## src/rtl/countdown_timer.sv

```systemverilog
// Loadable down-counter with a selectable tick rate.
//
// A start request in idle latches a 4-bit load value and a tick period chosen by speed_i.
// A rate divider then decrements the count once per period until it reaches zero. On the
// decrement that reaches zero, done_o pulses for one cycle and the block returns to idle.
//
// Ports:
//   clk_i            system clock, rising edge
//   rst_ni           asynchronous active-low reset
//   start_i          level; acted on only in idle
//   pause_i          level; freezes the countdown while high
//   speed_i          period select, latched at an accepted start
//   load_value_i     initial count, latched at an accepted start
//   counter_value_o  current count (registered)
//   busy_o           high while running or paused
//   done_o           one-cycle registered pulse when the count reaches zero
module countdown_timer #(
    parameter int unsigned CntW = 4,
    parameter int unsigned DivW = 11,
    parameter int unsigned Per0 = 1,
    parameter int unsigned Per1 = 500,
    parameter int unsigned Per2 = 1000,
    parameter int unsigned Per3 = 2000
) (
    input  logic            clk_i,
    input  logic            rst_ni,
    input  logic            start_i,
    input  logic            pause_i,
    input  logic [1:0]      speed_i,
    input  logic [CntW-1:0] load_value_i,
    output logic [CntW-1:0] counter_value_o,
    output logic            busy_o,
    output logic            done_o
);

    typedef enum logic [1:0] {
        StIdle   = 2'b00,
        StRun    = 2'b01,
        StPaused = 2'b10
    } state_e;

    state_e          state_q, state_d;
    logic [CntW-1:0] count_q, count_d;
    logic [DivW-1:0] div_q, div_d;
    logic [DivW-1:0] per_q, per_d;
    logic            done_q, done_d;

    logic [DivW-1:0] per_sel;
    logic            busy;
    logic            advance;
    logic            tick;
    logic            last;

    always_comb begin
        unique case (speed_i)
            2'b00:   per_sel = DivW'(Per0);
            2'b01:   per_sel = DivW'(Per1);
            2'b10:   per_sel = DivW'(Per2);
            default: per_sel = DivW'(Per3);
        endcase
    end

    // The unused state encoding is not busy, so it follows the idle path everywhere.
    assign busy = (state_q == StRun) || (state_q == StPaused);

    // Releasing pause resumes on the same edge, so a pause of N cycles costs exactly
    // N cycles of delay. Divider and count are never altered by pausing.
    assign advance = busy && !pause_i;
    assign tick    = advance && (div_q == '0);
    assign last    = tick && (count_q == CntW'(1));

    // State register
    always_ff @(posedge clk_i or negedge rst_ni) begin
        if (!rst_ni) begin
            state_q <= StIdle;
            count_q <= '0;
            div_q   <= '0;
            per_q   <= DivW'(Per0);
            done_q  <= 1'b0;
        end else begin
            state_q <= state_d;
            count_q <= count_d;
            div_q   <= div_d;
            per_q   <= per_d;
            done_q  <= done_d;
        end
    end

    // Next-state logic
    always_comb begin
        state_d = state_q;
        case (state_q)
            StIdle: begin
                if (start_i && (load_value_i != '0)) begin
                    state_d = StRun;
                end
            end
            StRun: begin
                if (pause_i) begin
                    state_d = StPaused;
                end else if (last) begin
                    state_d = StIdle;
                end
            end
            StPaused: begin
                if (!pause_i) begin
                    state_d = last ? StIdle : StRun;
                end
            end
            default: begin
                state_d = (start_i && (load_value_i != '0)) ? StRun : StIdle;
            end
        endcase
    end

    // Datapath next-state logic
    always_comb begin
        count_d = count_q;
        div_d   = div_q;
        per_d   = per_q;
        done_d  = 1'b0;
        if (busy) begin
            if (tick) begin
                div_d   = per_q - DivW'(1);
                count_d = count_q - CntW'(1);
                done_d  = last;
            end else if (advance) begin
                div_d = div_q - DivW'(1);
            end
        end else if (start_i) begin
            if (load_value_i != '0) begin
                count_d = load_value_i;
                per_d   = per_sel;
                div_d   = per_sel - DivW'(1);
            end else begin
                // A zero load completes immediately without entering the run state.
                count_d = '0;
                done_d  = 1'b1;
            end
        end
    end

    // Outputs
    always_comb begin
        counter_value_o = count_q;
        busy_o          = busy;
        done_o          = done_q;
    end

endmodule

```

## config.mk

```make
export PLATFORM = sky130hd
export DESIGN_NAME = countdown_timer
export DESIGN_NICKNAME = d
export VERILOG_FILES = /design/src/rtl/countdown_timer.sv
export SDC_FILE = /design/constraint.sdc
export NUM_CORES = 1
export LEC_CHECK = 0
export ABC_CLOCK_PERIOD_IN_PS = 2200
export CORE_MARGIN = 2
export CORE_UTILIZATION = 50
export DETAILED_ROUTE_END_ITERATION = 8
export PLACE_DENSITY = 0.82
export SYNTH_ARGS = -nofsm -noshare
export SYNTH_HDL_FRONTEND = slang
export SYNTH_SLANG_ARGS = --single-unit
```

## constraint.sdc

```tcl
create_clock -name clk_i -period 2.2 [get_ports clk_i]
set_input_delay 0.44 -clock clk_i [delete_from_list [all_inputs] [get_ports clk_i]]
set_output_delay 0.44 -clock clk_i [all_outputs]
set_load 0.02 [all_outputs]
```

==> flow_summary.ini, run 1 <==
[synth]
ys_warn_count = 0
synth_seq_cells = 26
synth_seq_area_share_pct = 36.06
syn_inst = 207
syn_area_per_cell_um2 = 8.734
syn_nets = 230
synth_edf_count = 0
ys.flop_type = dfrtp_1
async_flop_share_pct = 100.0
synthDistinctLibCells = 43
synth_area_mm2 = 0.001808

[cts]
clockBufferDepth = 2
cts-buffers-inserted = 3
cts_sinks = 26
cts_tree = built
cts_max_level = 1
clock_latency_ns = 0.34
root_buffer = clkbuf_4
path_clk_slew_ns = 0.15

[setup_path]
startpoint_type = register
worstRegToRegCells = 9
path_max_fanout = 6
worstPathRequired_ns = 2.44
cp.arrival_ns = 2.49
rrSetupSlack_ns = -0.06
critPathKind = register to register
r2r_start = state_q[1]$_DFFE_PN0P_
reg2reg_to = div_q[7]$_DFFE_PN0P_
worstSetupEndpointType = register

[routing]
dr.first_iter.drc_count = 77
ant_nets = 0
firstDrtPassIters = 4
via_per_inst = 5.599
wl_per_cell_um = 15.70
vias = 1758
wl_mm = 4.929
drcViolationCount = 0

[floorplan]
start_util_pct = 52.93
coreArea_mm2 = 0.003416
die_y_um = 64.13
die_w_um = 64.13
rows = 21
die-area_mm2 = 0.004113
ios = 16

[run]
maxCapViolCount = 0

[grt]
grt_pass1_wl_mm = 7.610
grt_antenna_before_repair = 0
grt_pass1_vias = 1674
grt_start_max_net_pins = 27
grt-ovfl-total = 0
grt_usage_pct = 23.82

[place]
placed_cells = 304
dp_hpwl_mm = 3.331
gp_congestion = 0.8993
io_buffers = 15

[cells_and_area]
regArea_um2 = 653.1
diodes = 0
multi_input_area_mm2 = 0.001234
fin_util_pct = 74.84
synthToLayoutAreaGrowth_pct = 41.38
drive_above_1_share_pct = 33.96
nFillCells = 235
stdcell_count = 314
nets = 292

[pwr]
intPower_uw = 2432
seq_power_share_pct = 21.8
p_sw_uw = 2054
power_uw = 4487
leakagePower_uw = 0.001136
p_comb_share_pct = 73.2
ir_worst_vdd_mv = 0.8933
p_clk_share_pct = 5.0
p_per_area_mw_per_mm2 = 1755
p_sw_share_pct = 45.79

[sta]
finalMaxSlewViolations = 0
rsz0062_at_grt = true
timing.fmax_ghz = 0.4428
hold_violations = 0
setup_viol = 2
slew_headroom_pct = 76.73
timing.final.crit_share_pct = 102.6
fin_ws_ns = -0.05825
worst_slew_pin_slew_ns = 0.3490
setup_tns_ns = -0.08670
skew_ns = 0.005417
layout_min_cycle_time_ns = 2.258
holdWs_ns = 0.4592

[run_status]
violations = setup timing
outcome = complete, but fails checks

[min_path]
hold_class = input pin to asynchronous set/reset pin
## how the worst max path moves through the flow
stage | cells past startpoint | end | start
after floorplan | 12 | div_q[6]$_DFFE_PN0P_ | state_q[1]$_DFFE_PN0P_
after global placement | 11 | div_q[6]$_DFFE_PN0P_ | speed_i[1]
after detailed placement | 11 | div_q[10]$_DFFE_PN0P_ | speed_i[1]
after CTS | 8 | div_q[7]$_DFFE_PN0P_ | state_q[1]$_DFFE_PN0P_
after global routing | 9 | div_q[7]$_DFFE_PN0P_ | state_q[1]$_DFFE_PN0P_
final | 9 | div_q[7]$_DFFE_PN0P_ | state_q[1]$_DFFE_PN0P_
## power groups by stage
stage               Clock (uW)  Sequential (uW)  Combinational, uW
CTS                        227              963               2880
global placement             0              967               2730
floorplan                    0              981               1760
finish                     224              978               3280
detailed placement           0              970               2810
global route               242             1000               3550
## layer usage
metal | track usage (%) | share of wire (%)
met5 | 0 | 0
met4 | 8.511 | 2.6
met3 | 4.577 | 4.8
met2 | 41.54 | 50
met1 | 29.21 | 42
## worst max-delay path, cell delays in order, from the launching register on
cell and delay (ns):
dfrtp_1 0.42, inv_2 0.08, ha_4 0.23, buf_6 0.15, nor3_4 0.16, a21oi_2 0.08
a211o_1 0.28, or4b_4 0.50, nor3_2 0.19, a211oi_1 0.06
## sequential cells by signal, summed over array words and instances, names as in the netlist
register         count
state_q              2
div_q               11
counter_value_o      4
done_o               1
per_q                8
## synth_stat cells, drive strengths merged (4+ instances only)
master	number	area share (%)
nor4	4	3.0
clkbuf	6	1.2
nor2	24	5.0
ha	13	9.0
dfrtp	25	35
o21ai	16	4.4
xnor2	8	3.9
buf	4	1.9
nand2	31	6.4
mux2i	7	3.9
a21oi	14	3.9
inv	10	2.1
nor3	9	2.8
## logic make-up after synthesis
kind of cell               synth area share (%)
AOI/OAI and AO/OA                         15.85
muxes                                     5.121
DFF                                       36.06
xor gates and xnor gates                  3.876
adders and majority gates                 8.997
buffers and inverters                     5.259
and+or+nand+nor                           24.84
## cell type report
| class | count | share of cell area [%] |
|---|---|---|
| Multi-Input combinational cell | 161 | 48.26 |
| Sequential cell | 26 | 25.55 |
| Timing Repair Buffer | 67 | 21.29 |
| Tap cell | 46 | 2.252 |
| Inverter | 10 | 1.615 |
| Clock buffer | 4 | 1.028 |
## cells in the final DEF, fill, tap and decap left out, types with 2 or more instances in the layout
cell             Yosys  final
buf_4                1     50
nand2_1             31     29
dfrtp_1             25     24
nor2_1              24     22
a21oi_1             14     13
clkdlybuf4s50_1      0     12
o21ai_0             15     11
ha_1                13     10
xnor2_1              8      8
mux2i_1              7      7
inv_1               10      6
nor4_4               2      4
o21ai_1              1      4
inv_2                0      3
nand3_1              3      3
nor3_1               8      3
nand3b_1             3      3
nor3_4               0      3
nor3_2               1      3
clkbuf_4             0      3
dlygate4sd2_1        0      3
nor2_4               0      2
or4_1                2      2
a22oi_1              2      2
mux2_2               2      2
o22ai_1              2      2
a211oi_1             2      2
ha_4                 0      2
buf_6                2      2
## metrics by stage
| stage | instance area, um^2 | worst slack, ns |
|---|---|---|
| after CTS | 2432 | -0.03867 |
| after detailed placement | 2375 | -0.5357 |
| after floorplan | 1893 | -0.05507 |
| after global routing | 2556 | -0.1082 |
| final | 2556 | -0.05825 |
| after global placement | 2375 | -0.4819 |
## repair_timing
action                     4_1_cts  5_1_grt
setup endpoints to repair        7        6
pin swaps                        4       13
setup buffers                    0        6
hold buffers                     0        0
gates resized for setup         11       19
(Power assumes the default switching activity.)
==> run 2, diff against run 1 <==
- ABC_CLOCK_PERIOD_IN_PS: 2200 -> 1900
- clock period: 2.2 -> 1.9 ns (I/O delays scaled with it)
==> flow_summary.ini, run 2 (same netlist as run 1, synthesis figures left out) <==
[setup_path]
critPathKind = register to register
crit_slowest_cell = dfrtp_1
cp.arrival_ns = 2.49
worstSetupEndpointType = register
worstRegToRegCells = 10
startpoint_type = register
rrSetupSlack_ns = -0.36
max_stage_delay_ns = 0.46
r2r_start = div_q[2]$_DFFE_PN0P_
path_max_fanout = 4
crit_chain = nor4_4, and4_4, nand2_2, a31o_4, ha_4, o21ai_4, a211o_4, buf_4, o311ai_2, o21a_1
reg2reg_to = div_q[4]$_DFFE_PN0P_
worstPathRequired_ns = 2.13

[routing]
dr.first_iter.drc_count = 160
ant_nets = 0
drcViolationCount = 0
firstDrtPassIters = 4
vias = 1933
via_per_inst = 5.822
wl_mm = 5.969
wl_per_cell_um = 17.98

[cts]
hold_buffers = 0
root_buffer = clkbuf_4
clockBufferDepth = 2
clock_latency_ns = 0.34
cts-buffers-inserted = 3
path_clk_slew_ns = 0.16
cts_max_level = 1
cts_sinks = 26
cts_tree = built

[sta]
timing.fmax_ghz = 0.4426
skew_ns = 0.01863
slew_headroom_pct = 75.84
rsz0062_at_grt = true
layout_min_cycle_time_ns = 2.260
holdWs_ns = 0.3849
hold_violations = 0
setup_viol = 13
fin_ws_ns = -0.3596
worst_slew_pin_slew_ns = 0.3624
finalMaxSlewViolations = 0
setup_tns_ns = -2.760
timing.final.crit_share_pct = 118.9

[floorplan]
rows = 21
die_w_um = 64.13
start_util_pct = 52.93
coreArea_mm2 = 0.003416
die-area_mm2 = 0.004113
die_y_um = 64.13
ios = 16

[pwr]
leakagePower_uw = 0.001257
ir_worst_vdd_mv = 1.285
p_per_area_mw_per_mm2 = 2112
power_uw = 5870

[grt]
grt_pass1_vias = 1832
grt_start_max_net_pins = 27
grt_pass1_wl_mm = 8.638
grt-ovfl-total = 0
grt_antenna_before_repair = 0
grt_usage_pct = 27.21

[cells_and_area]
final_cell_mix = 63 x buf_4, 28 x nand2_1, 25 x dfrtp_1
diodes = 0
final_common_cell = buf_4
top_register = div_q
nets = 310
synthToLayoutAreaGrowth_pct = 53.70
fin_util_pct = 81.36
drive_above_1_share_pct = 41.96
largest_reg_flops = 11

[run_status]
outcome = complete, but fails checks
violations = setup timing

[run]
maxCapViolCount = 0

[min_path]
hold_class = input pin to asynchronous set/reset pin

[place]
io_buffers = 15
gp_congestion = 0.9156
dp_hpwl_mm = 3.652
run 2: changes by cell type in the layout (fill, tap and decap cells not counted), sizes merged:
| cell | delta |
|---|---|
| dlygate4sd2 | -1 |
| clkinvlp | -1 |
| buf | +19 |
| inv | +1 |
run 2: worst max-delay path, delay by kind of cell, from the launching register on:
| kind | cells | cell delay [ns] |
|---|---|---|
| adders and majority gates | 1 | 0.17 |
| and+or+nand+nor | 3 | 0.67 |
| buffers and inverters | 1 | 0.13 |
| DFF | 1 | 0.46 |
| AOI/OAI and AO/OA | 5 | 0.69 |
run 2: report_power, final:
part / switching [uW] / internal (uW)
Clock: 182 / 118
Combinational: 2220 / 2270
Sequential: 240 / 837
Total: 2640 / 3230
run 2: layout make-up:
class	instances	area, um^2
clock buffers	4	36.28
fillers	211	636.9
inverters	10	37.54
multi-input cells	161	1265
flip-flops and latches	26	651.9
well taps	46	57.56
repair buffers	85	730.7
run 2: per-stage QoR:
step                worst slack, ns  instances  instance area (um^2)
detailed placement          -0.8226        311                  2452
finish                      -0.3596        332                  2779
CTS                         -0.2402        323                  2643
global placement            -0.6976        311                  2452
floorplan                   -0.3550        207                  1894
global route                -0.3999        332                  2779
run 2: what timing repair did:
item	CTS	global route
pin swaps	13	14
resized for setup	33	17
setup endpoints to repair	14	14
setup buffers	9	9
run 2: how the worst max path moves through the flow:
stage | start | to | slack, ns | depth (start not counted)
after detailed placement | speed_i[0] | div_q[7]$_DFFE_PN0P_ | -0.82 | 9
final | div_q[2]$_DFFE_PN0P_ | div_q[4]$_DFFE_PN0P_ | -0.36 | 10
after global placement | pause_i | div_q[4]$_DFFE_PN0P_ | -0.70 | 10
after global routing | div_q[2]$_DFFE_PN0P_ | div_q[8]$_DFFE_PN0P_ | -0.40 | 10
after CTS | state_q[1]$_DFFE_PN0P_ | div_q[7]$_DFFE_PN0P_ | -0.24 | 9
after floorplan | state_q[1]$_DFFE_PN0P_ | div_q[6]$_DFFE_PN0P_ | -0.35 | 12
run 2: routing by layer:
| layer | global-route usage (%) | wire length, um | share of wire, % | up-vias |
|---|---|---|---|---|
| met5 | 0 | 0 | 0 | - |
| li1 | - | - | - | 884 |
| met3 | 5.810 | 448 | 7.5 | 29 |
| met4 | 11.70 | 293 | 4.9 | 0 |
| met2 | 46.09 | 3041 | 51 | 111 |
| met1 | 33.33 | 2187 | 37 | 909 |
